### config.mk
export PLATFORM = sky130hd
export DESIGN_NAME = uart_tx_frame_monitor
export DESIGN_NICKNAME = d
export VERILOG_FILES = /design/src/rtl/uart_mon_pkg.sv /design/src/rtl/uart_mon_fifo.sv /design/src/rtl/uart_tx_frame_monitor.sv
export SDC_FILE = /design/constraint.sdc
export NUM_CORES = 1
export LEC_CHECK = 0
export BUFFER_PORTS_ARGS = -buffer_cell sky130_fd_sc_hd__buf_2
export CORE_ASPECT_RATIO = 2
export CORE_UTILIZATION = 57
export CTS_CLUSTER_DIAMETER = 150
export DETAILED_ROUTE_END_ITERATION = 12
export PLACE_DENSITY = 0.78
export SLEW_MARGIN = 40
export SYNTH_ARGS = -nofsm -noshare
export SYNTH_HDL_FRONTEND = slang
export SYNTH_SLANG_ARGS = --single-unit
### constraint.sdc
create_clock -name clk_i -period 3.6 [get_ports clk_i]
set_clock_uncertainty 0.2 [all_clocks]
set_input_delay 0 -clock clk_i [delete_from_list [all_inputs] [get_ports clk_i]]
set_output_delay 0 -clock clk_i [all_outputs]
set_load 0.05 [all_outputs]
### src/rtl/uart_mon_pkg.sv
// uart_mon_pkg: FSM state type and default parameters shared by the UART TX frame monitor.
package uart_mon_pkg;
    typedef enum logic [1:0] {IDLE, START, DATA, STOP} state_e;
    localparam int CLKS_PER_BIT_DEF = 16;
    localparam int FIFO_DEPTH_DEF = 4;
    localparam int STALL_LIMIT_DEF = 32;
endpackage

### src/rtl/uart_mon_fifo.sv
// uart_mon_fifo: shadow FIFO of bytes written to the TX register, awaiting comparison.
module uart_mon_fifo
    import uart_mon_pkg::*;
#(
    parameter int DEPTH = FIFO_DEPTH_DEF
) (
    input  logic       clk_i,
    input  logic       rst_ni,
    input  logic       push_i,
    input  logic       pop_i,
    input  logic [7:0] data_i,
    output logic [7:0] head_o,
    output logic       full_o,
    output logic       empty_o
);
    localparam int AW = $clog2(DEPTH);
    logic [7:0] r_mem [DEPTH];
    logic [AW-1:0] r_wr, r_rd;
    logic [AW:0] r_cnt;
    logic w_pop, w_push;
    assign empty_o = r_cnt == '0;
    assign full_o = r_cnt == (AW+1)'(DEPTH);
    assign head_o = r_mem[r_rd];
    assign w_pop = pop_i && !empty_o;
    // A pop frees a slot in the same cycle, so a push into a full FIFO still lands.
    assign w_push = push_i && (!full_o || w_pop);
    always_ff @(posedge clk_i) begin
        if (w_push) r_mem[r_wr] <= data_i;
    end
    always_ff @(posedge clk_i or negedge rst_ni) begin
        if (!rst_ni) begin
            r_wr <= '0;
            r_rd <= '0;
            r_cnt <= '0;
        end else begin
            r_wr <= r_wr + AW'(w_push);
            r_rd <= r_rd + AW'(w_pop);
            r_cnt <= r_cnt + (AW+1)'(w_push) - (AW+1)'(w_pop);
        end
    end
endmodule

### src/rtl/uart_tx_frame_monitor.sv
// uart_tx_frame_monitor: decodes the TX line, checks frames against written bytes, keeps sticky error flags.
// Defining UART_MON_STALL_EN adds the tx_busy stall counter and stall_o.
module uart_tx_frame_monitor
    import uart_mon_pkg::*;
#(
    parameter int CLKS_PER_BIT = CLKS_PER_BIT_DEF,
    parameter int FIFO_DEPTH = FIFO_DEPTH_DEF,
    parameter int STALL_LIMIT = STALL_LIMIT_DEF
) (
    input  logic       clk_i,
    input  logic       rst_ni,
    input  logic [7:0] wdata_i,
    input  logic       wdata_qe_i,
    input  logic       tx_i,
    input  logic       tx_busy_i,
    input  logic       clear_i,
    output logic       frame_valid_o,
    output logic [7:0] frame_data_o,
    output logic [7:0] exp_data_o,
    output logic       mismatch_o,
    output logic       frame_err_o,
    output logic       unexpected_o,
    output logic       ovf_o,
    output logic       stall_o,
    output logic       alert_o
);
    localparam int CW = $clog2(CLKS_PER_BIT);
    state_e r_state, w_next;
    logic [CW-1:0] r_cnt;
    logic [2:0] r_bit;
    logic [7:0] r_shift, r_fdata, r_exp;
    logic r_tx, r_valid;
    logic [3:0] r_flags;
    logic w_tick, w_half, w_done, w_pop, w_full, w_empty;
    logic [7:0] w_head;
    logic [3:0] w_set;
    assign w_tick = r_cnt == CW'(CLKS_PER_BIT - 1);
    assign w_half = r_cnt == CW'(CLKS_PER_BIT / 2 - 1);
    assign w_done = (r_state == STOP) && w_tick;
    assign w_pop = w_done && !w_empty;
    // Flag order: mismatch, frame error, unexpected, overflow.
    assign w_set = {w_pop && (w_head != r_shift), w_done && !r_tx, w_done && w_empty,
                    wdata_qe_i && w_full && !w_pop};
    always_comb begin
        w_next = r_state;
        case (r_state)
            IDLE:    w_next = (r_tx && !tx_i) ? START : IDLE;
            START:   w_next = w_half ? (r_tx ? IDLE : DATA) : START;
            DATA:    w_next = (w_tick && r_bit == 3'd7) ? STOP : DATA;
            STOP:    w_next = w_tick ? IDLE : STOP;
            default: w_next = IDLE;
        endcase
    end
    always_ff @(posedge clk_i or negedge rst_ni) begin
        if (!rst_ni) begin
            r_state <= IDLE;
            r_tx <= 1'b1;
            r_cnt <= '0;
            r_bit <= '0;
            r_shift <= '0;
            r_valid <= 1'b0;
            r_fdata <= '0;
            r_exp <= '0;
            r_flags <= '0;
        end else begin
            r_state <= w_next;
            r_tx <= tx_i;
            r_cnt <= (r_state == IDLE || r_state != w_next || w_tick) ? '0 : r_cnt + 1'b1;
            r_bit <= (r_state == DATA) ? r_bit + 3'(w_tick) : 3'd0;
            if (r_state == DATA && w_tick) r_shift <= {r_tx, r_shift[7:1]};
            r_valid <= w_done;
            if (w_done) r_fdata <= r_shift;
            if (w_pop) r_exp <= w_head;
            r_flags <= w_set | (r_flags & ~{4{clear_i}});
        end
    end
    uart_mon_fifo #(.DEPTH(FIFO_DEPTH)) u_fifo (
        .clk_i  (clk_i),
        .rst_ni (rst_ni),
        .push_i (wdata_qe_i),
        .pop_i  (w_pop),
        .data_i (wdata_i),
        .head_o (w_head),
        .full_o (w_full),
        .empty_o(w_empty)
    );
`ifdef UART_MON_STALL_EN
    localparam int SW = $clog2(STALL_LIMIT + 1);
    logic [SW-1:0] r_stall_cnt;
    logic r_stall;
    always_ff @(posedge clk_i or negedge rst_ni) begin
        if (!rst_ni) begin
            r_stall_cnt <= '0;
            r_stall <= 1'b0;
        end else begin
            r_stall_cnt <= (tx_busy_i && r_state == IDLE) ?
                           r_stall_cnt + SW'(r_stall_cnt != SW'(STALL_LIMIT)) : '0;
            r_stall <= (r_stall_cnt == SW'(STALL_LIMIT)) || (r_stall && !clear_i);
        end
    end
    assign stall_o = r_stall;
`else
    logic w_unused_busy;
    assign w_unused_busy = tx_busy_i;
    assign stall_o = 1'b0;
`endif
    assign frame_valid_o = r_valid;
    assign frame_data_o = r_fdata;
    assign exp_data_o = r_exp;
    assign {mismatch_o, frame_err_o, unexpected_o, ovf_o} = r_flags;
    assign alert_o = |r_flags || stall_o;
endmodule

==> qor.yml, run 1 <==
outcome: "completed"
ios: 37
critPathKind: "reg -> reg"
setup_viol: 0
cts_buffers: 9
grt_remaining_overflow: 0
cp-end-kind: "flip-flop"
via_per_inst: 5.36
holdWs_ns: 0.105
dieHeight_um: 107
drive_above_1_share: 0.249
cts_tree: "built"
ys.flop_type: "dfrtp_1"
row_count: 37
cts.path.max_buffers: 2
tightestPinTransition_ns: 0.795
irDropWorstVdd_v: 0.000599
power_density_nw_per_um2: 673
p_leak_uw: 0.00171
cap_violations: 0
gp_congestion: 0.714
post-route-min-period_ns: 2.79
crit_required_ns: 3.68
dr.pass1.iters: 4
synth.top_cell.area_share: 0.359
max_freq_ghz: 0.358
via_count: 1796
drc: 0
post-route-period-util: 0.776
grt_max_degree: 45
slew_viol_final: 0
hp-class: "in -> reg"
track_usage: 0.214
syn_avg_cell_area_um2: 14.7
synth_cells: 214
die_area_um2: 5820
cts.sinks: 78
syn_area_um2: 3140
synth_area_leader_cell: "dfrtp_1"
crit_arrival_ns: 2.88
synth_edf_count: 32
synth_cell_type_count: 36
drt_iter0_drc: 31
postSynth.asyncResetShare: 0.590
nNetsFinal: 294
gr-usage-met3: 0.0681
start_util: 0.600
cts-root-buf: "clkbuf_8"
tns_ns: 0
hold_violations: 0
stdcell_count: 335
antenna_cells: 0
fin_ws_ns: 0.807
synth_area_leaders: "dfrtp_1 36%, edfxtp_1 31%, mux2_1 5.7%, mux4_2 5.7%, xnor2_1 3.3%"
cts_resized: 0
yosys-top-cells-count: "45 x dfrtp_1, 32 x edfxtp_1, 27 x nand2_1, 16 x mux2_1"
grt-busiest-layer: "met2"
dpl.hpwl_mm: 3.59
grtUsageMet2: 0.371
grt_pass1_vias: 1825
cts_hold_buf: 14
die_w_um: 54.5
wire_per_inst_um: 15.8
grt_pass1_wl_mm: 8.23
start_kind: "flip-flop"
wirelength_mm: 5.29
ys_ff_latch: 78
coreArea_um2: 5230
ys_seq_area_frac: 0.673
post-place-ws_ns: 0.791
ys_warn_count: 0
yosysMostFrequentCell: "dfrtp_1"
fill_cells: 385
synth_nets: 236
io_buffers: 34
syn_to_final_growth_pct: 18.9
clkTransAtPathRegs_ns: 0.08
grt_use_met1: 0.214
h-tree-depth: 3
clock_latency_ns: 0.35
relSlewSlack: 0.468
antenna_left: 0
grt_antenna_before_repair: 0
postCtsSetupRepairBufs: 0
crit_path_max_fanout: 10
rsz0062_at_grt: "no"
placed_cells_incl_taps: 305
kinds of logic (layout without fill, tap and decap cells):
kind of cell    Yosys count  in the layout  synth area share
compound gates            8              8            0.0151
mux                      24             24             0.115
fa+ha+maj                 8              8            0.0343
flops                    78             78             0.673
xor+xnor                 15             15            0.0419
buf+inv                  20             83            0.0295
other cells               1              1           0.00120
simple gates             60             60            0.0897
per-layer routing:
| layer | vias up | part of all wire | wire length, µm |
|---|---|---|---|
| li1 | 859 | - | - |
| met1 | 894 | 0.36 | 1930 |
| met2 | 35 | 0.58 | 3070 |
| met3 | 8 | 0.032 | 171 |
| met4 | 0 | 0.021 | 110 |
| met5 | - | 0 | 0 |
through the flow:
stage               power (µW)   util  area (µm²)
CTS                       2540  0.713        3730
finish                    2510  0.713        3730
global route              2640  0.713        3730
detailed placement        1890  0.646        3380
floorplan                 1710      -        3140
global placement          1850  0.645        3380
flip-flops by register name, indices dropped and copies added (netlist names), 2 cells and up:
register	cells
r_cnt	4
r_shift	8
u_fifo.r_rd	2
r_state	2
u_fifo.r_cnt	3
u_fifo.r_wr	2
u_fifo.r_mem	32
frame_data_o	8
r_flags	4
r_bit	3
exp_data_o	8
cells in the final DEF, fill, tap and decap left out, types with 4 or more instances in the layout:
cell / netlist / final
nand3_1: 6 / 6
nand2_1: 27 / 27
ha_1: 7 / 7
edfxtp_1: 32 / 32
dlygate4sd3_1: 0 / 13
mux2_1: 16 / 16
buf_2: 1 / 33
mux4_2: 8 / 8
clkbuf_8: 0 / 9
nor2_1: 11 / 11
buf_4: 1 / 4
o22ai_1: 4 / 4
xnor2_1: 12 / 12
inv_1: 12 / 12
dfrtp_1: 45 / 45
critical path: stages, from the launching register on:
cell	delay, ns
dfrtp_1	0.40
ha_1	0.25
nand2_1	0.15
or2_1	0.20
clkinv_4	0.12
nand2_4	0.16
inv_2	0.06
ha_1	0.26
inv_1	0.06
ha_1	0.13
inv_1	0.04
fa_1	0.38
xnor2_1	0.18
xnor2_1	0.13
area by class of cell:
type / count / area [µm²] / share of cell area
inverters: 16 / 65.1 / 0.0174
well taps: 58 / 72.6 / 0.0194
repair buffers: 51 / 353 / 0.0945
multi-input cells: 116 / 932 / 0.250
clock inverters: 7 / 72.6 / 0.0194
clock buffers: 9 / 124 / 0.0332
flip-flops and latches: 78 / 2110 / 0.566
final timing paths:
path,from,end,slack [ns],cells after the start
min in group asynchronous,rst_ni,exp_data_o[5],0.33,3
min,tx_i,r_tx,0.11,2
min reg2reg,r_cnt[0],r_cnt[0],0.26,1
max,r_cnt[0],u_fifo.r_cnt[2],0.81,13
max in group asynchronous,rst_ni,frame_data_o[3],2.46,4
max reg2reg,r_cnt[0],u_fifo.r_cnt[2],0.81,13
where the power goes:
part           internal (µW)  switching (µW)  leakage, µW
sequential              1110             128     0.000906
combinational            244             381     0.000709
clock                    321             324    0.0000956
(Power assumes the default switching activity.)
==> inputs of run 2 (changes only) <==
ABC_AREA = 1   (was not set)
clock period = 2.8 ns   (was 3.6 ns; I/O delays follow)
==> qor.yml, run 2 <==
cp-end-kind: "flip-flop"
r2r_slack_ns: 0.38  # -0.42 ns
cts.sinks: 78  # unchanged
io_buffers: 34  # unchanged
wirelength_mm: 5.92  # +12%
relSlewSlack: 0.579  # +0.111
hold_violations: 0  # unchanged
crit_required_ns: 2.85  # -0.83 ns
tns_ns: 0  # unchanged
syn_area_um2: 3300  # +5.1%
clkTransAtPathRegs_ns: 0.07  # about the same
whs_path_depth: 2  # unchanged
synth_fa_ha_area_frac: 0.0326  # -0.00167
syn_to_final_growth_pct: 18.3
ys.flop_type: "dfrtp_1"
via_count: 2247  # +25%
synth_area_leader_cell: "dfrtp_1"
syn_avg_cell_area_um2: 10.4  # -29%
irDropWorstVdd_v: 0.000834  # +39%
grt_remaining_overflow: 0  # unchanged
regToRegEndpoint: "u_fifo.r_cnt[1]"
rsz0062_at_grt: "no"
drive_above_1_share: 0.188  # -0.0613
power_density_nw_per_um2: 760  # +13%
start_kind: "flip-flop"
grt_antenna_before_repair: 0  # unchanged
cap_violations: 0  # unchanged
h-tree-depth: 3  # unchanged
synth_cell_type_count: 29  # -19%
synthSimpleGateAreaFrac: 0.195  # +0.105
regToRegStartpoint: "r_cnt[0]"
cts_buffers: 9  # unchanged
slowest_stage: "fa_1"
fill_cells: 437  # +14%
dr.pass1.iters: 4  # unchanged
r2r_cells: 13  # unchanged
synth.top_cell.area_share: 0.341  # -0.0174
die_w_um: 55.8  # +2.4%
synth_mux_area_frac: 0  # -0.115
crit_path_max_fanout: 4  # -6
multi_input_area_um2: 997  # +7.0%
crit_arrival_ns: 2.46  # -0.42 ns
yosysMostFrequentCell: "nand2_1"
outcome: "completed"
coreArea_um2: 5520  # +5.4%
synth_nets: 339  # +44%
row_count: 38  # +2.7%
grt_max_degree: 31  # -31%
ys_ff_latch: 78  # unchanged
synth_area_leaders: "dfrtp_1 34%, edfxtp_1 29%, nand2_1 11%, nand3_1 4.2%, inv_1 3.3%"
postCtsSetupRepairBufs: 0  # unchanged
cts_hold_buf: 14  # unchanged
track_usage: 0.219  # +0.00540
worstHoldEndpoint: "r_tx"
post-route-min-period_ns: 2.42  # -0.377 ns
largest_reg_flops: 32  # unchanged
ios: 37  # unchanged
gp_congestion: 0.828  # +16%
synth_xor_xnor_area_share: 0.0133  # -0.0286
drt_iter0_drc: 95  # +210%
hp-class: "in -> reg"
synth_top_family_by_area: "simple AND/OR/NAND/NOR gates"
antenna_left: 0  # unchanged
ys_seq_area_frac: 0.641  # -0.0327
finalPower_uw: 2960  # +18%
nNetsFinal: 395  # +34%
via_per_inst: 5.13  # -4.3%
cts_resized: 0  # unchanged
drc: 0  # unchanged
crit_path_cell_trace: "ha_1, nand2_1, inv_2, nand2_4, nor2_4, inv_2, nor2_4, ha_1, inv_1, ha_1, inv_1, fa_1, inv_1"
post-route-period-util: 0.863  # +0.0868
slew_viol_final: 0  # unchanged
grt_pass1_wl_mm: 9.85  # +20%
dpl.hpwl_mm: 4.20  # +17%
cts-root-buf: "clkbuf_8"
antenna_cells: 0  # unchanged
die_area_um2: 6110  # +5.0%
tightestPinTransition_ns: 0.632  # -0.163 ns
cpPeakStageDelay_ns: 0.48  # +0.08 ns
synth_cells: 317  # +48%
register_area_um2: 2110  # unchanged
hold_start: "tx_i"
dieHeight_um: 110  # +2.5%
critPathKind: "reg -> reg"
cts.path.max_buffers: 2  # unchanged
wire_per_inst_um: 13.5  # -14%
mostFrequentLayoutCell: "nand2_1"
synth_edf_count: 32  # unchanged
start_util: 0.598  # -0.00185
clock_latency_ns: 0.35  # about the same
ys_warn_count: 0  # unchanged
synth-compound-area-share: 0.0607  # +0.0455
max_freq_ghz: 0.414  # +16%
postSynth.asyncResetShare: 0.590  # unchanged
yosys-top-cells-count: "94 x nand2_1, 45 x dfrtp_1, 32 x edfxtp_1, 29 x inv_1, 28 x nand3_1"
grt_pass1_vias: 2162  # +18%
top_register: "u_fifo.r_mem"
cts_tree: "built"
final_cell_mix: "94 x nand2_1, 45 x dfrtp_1, 33 x buf_2"
setup_viol: 0  # unchanged
p_leak_uw: 0.00185  # +8.0%
[run 2: cell types whose count changed in the layout (fill, tap and decap cells not counted), moves of 4 or more]
| cell | delta |
|---|---|
| mux4_2 | -8 |
| o21ai_2 | +8 |
| nand3_1 | +22 |
| nand2_1 | +67 |
| mux2_1 | -16 |
| xnor2_1 | -10 |
| nor3_1 | +4 |
| o21ai_0 | +19 |
| nor2_1 | +5 |
| inv_1 | +17 |
[run 2: cell families (layout without fill, tap and decap cells)]
logic type	count (synthesis)	count (layout)
simple gates	151	151
flops	78	78
buf+inv	41	102
compound gates	33	33
fa+ha+maj	8	8
xor+xnor	5	5
other cells	1	1
[run 2: critical path: cells and delay by family (launching register included)]
kind / cells / cell delay, ns
fa+ha+maj: 4 / 1.05
buf+inv: 5 / 0.30
flops: 1 / 0.37
simple gates: 4 / 0.40
[run 2: layout make-up]
cell class | count | area share
Clock buffer | 11 | 0.0337
Clock inverter | 5 | 0.0250
Inverter | 33 | 0.0324
Multi-Input combinational cell | 198 | 0.256
Sequential cell | 78 | 0.542
Tap cell | 60 | 0.0192
Timing Repair Buffer | 53 | 0.0924
[run 2: per-layer routing]
layer / GRT usage / part of all wire / up-vias
li1: - / - / 1143
met1: 0.230 / 0.39 / 1065
met2: 0.398 / 0.56 / 29
met3: 0.0600 / 0.027 / 10
met4: 0.109 / 0.019 / 0
met5: 0 / 0 / -
[run 2: where the power goes]
| part | switching [µW] | internal (µW) | leakage, µW | total, µW |
|---|---|---|---|---|
| Combinational | 334 | 194 | 0.000824 | 529 |
| Sequential | 103 | 1380 | 0.000912 | 1480 |
| Clock | 366 | 587 | 0.000113 | 953 |
| Total | 803 | 2160 | 0.00185 | 2960 |
[run 2: how the worst max path moves through the flow]
stage	from	endpoint	slack, ns	cells after the start
final	r_cnt[0]	u_fifo.r_cnt[1]	0.38	13
after global routing	r_cnt[0]	u_fifo.r_cnt[2]	0.25	13
after CTS	r_cnt[0]	u_fifo.r_cnt[1]	0.36	13
after detailed placement	r_cnt[0]	u_fifo.r_cnt[1]	0.41	13
after global placement	r_cnt[0]	u_fifo.r_cnt[1]	0.46	13
after floorplan	r_cnt[0]	u_fifo.r_cnt[2]	0.51	13
[run 2: metrics by stage]
step / hold WS [ns] / instance area, µm² / cells / utilization / worst slack, ns
2_1_floorplan: -0.496 / 3300 / 317 / - / 0.509
3_3_place_gp: -0.0775 / 3520 / 408 / 0.638 / 0.463
3_5_place_dp: -0.162 / 3520 / 408 / 0.639 / 0.405
4_1_cts: 0.0947 / 3900 / 438 / 0.707 / 0.363
5_1_grt: 0.125 / 3900 / 438 / 0.707 / 0.251
6_report: 0.138 / 3900 / 438 / 0.707 / 0.385
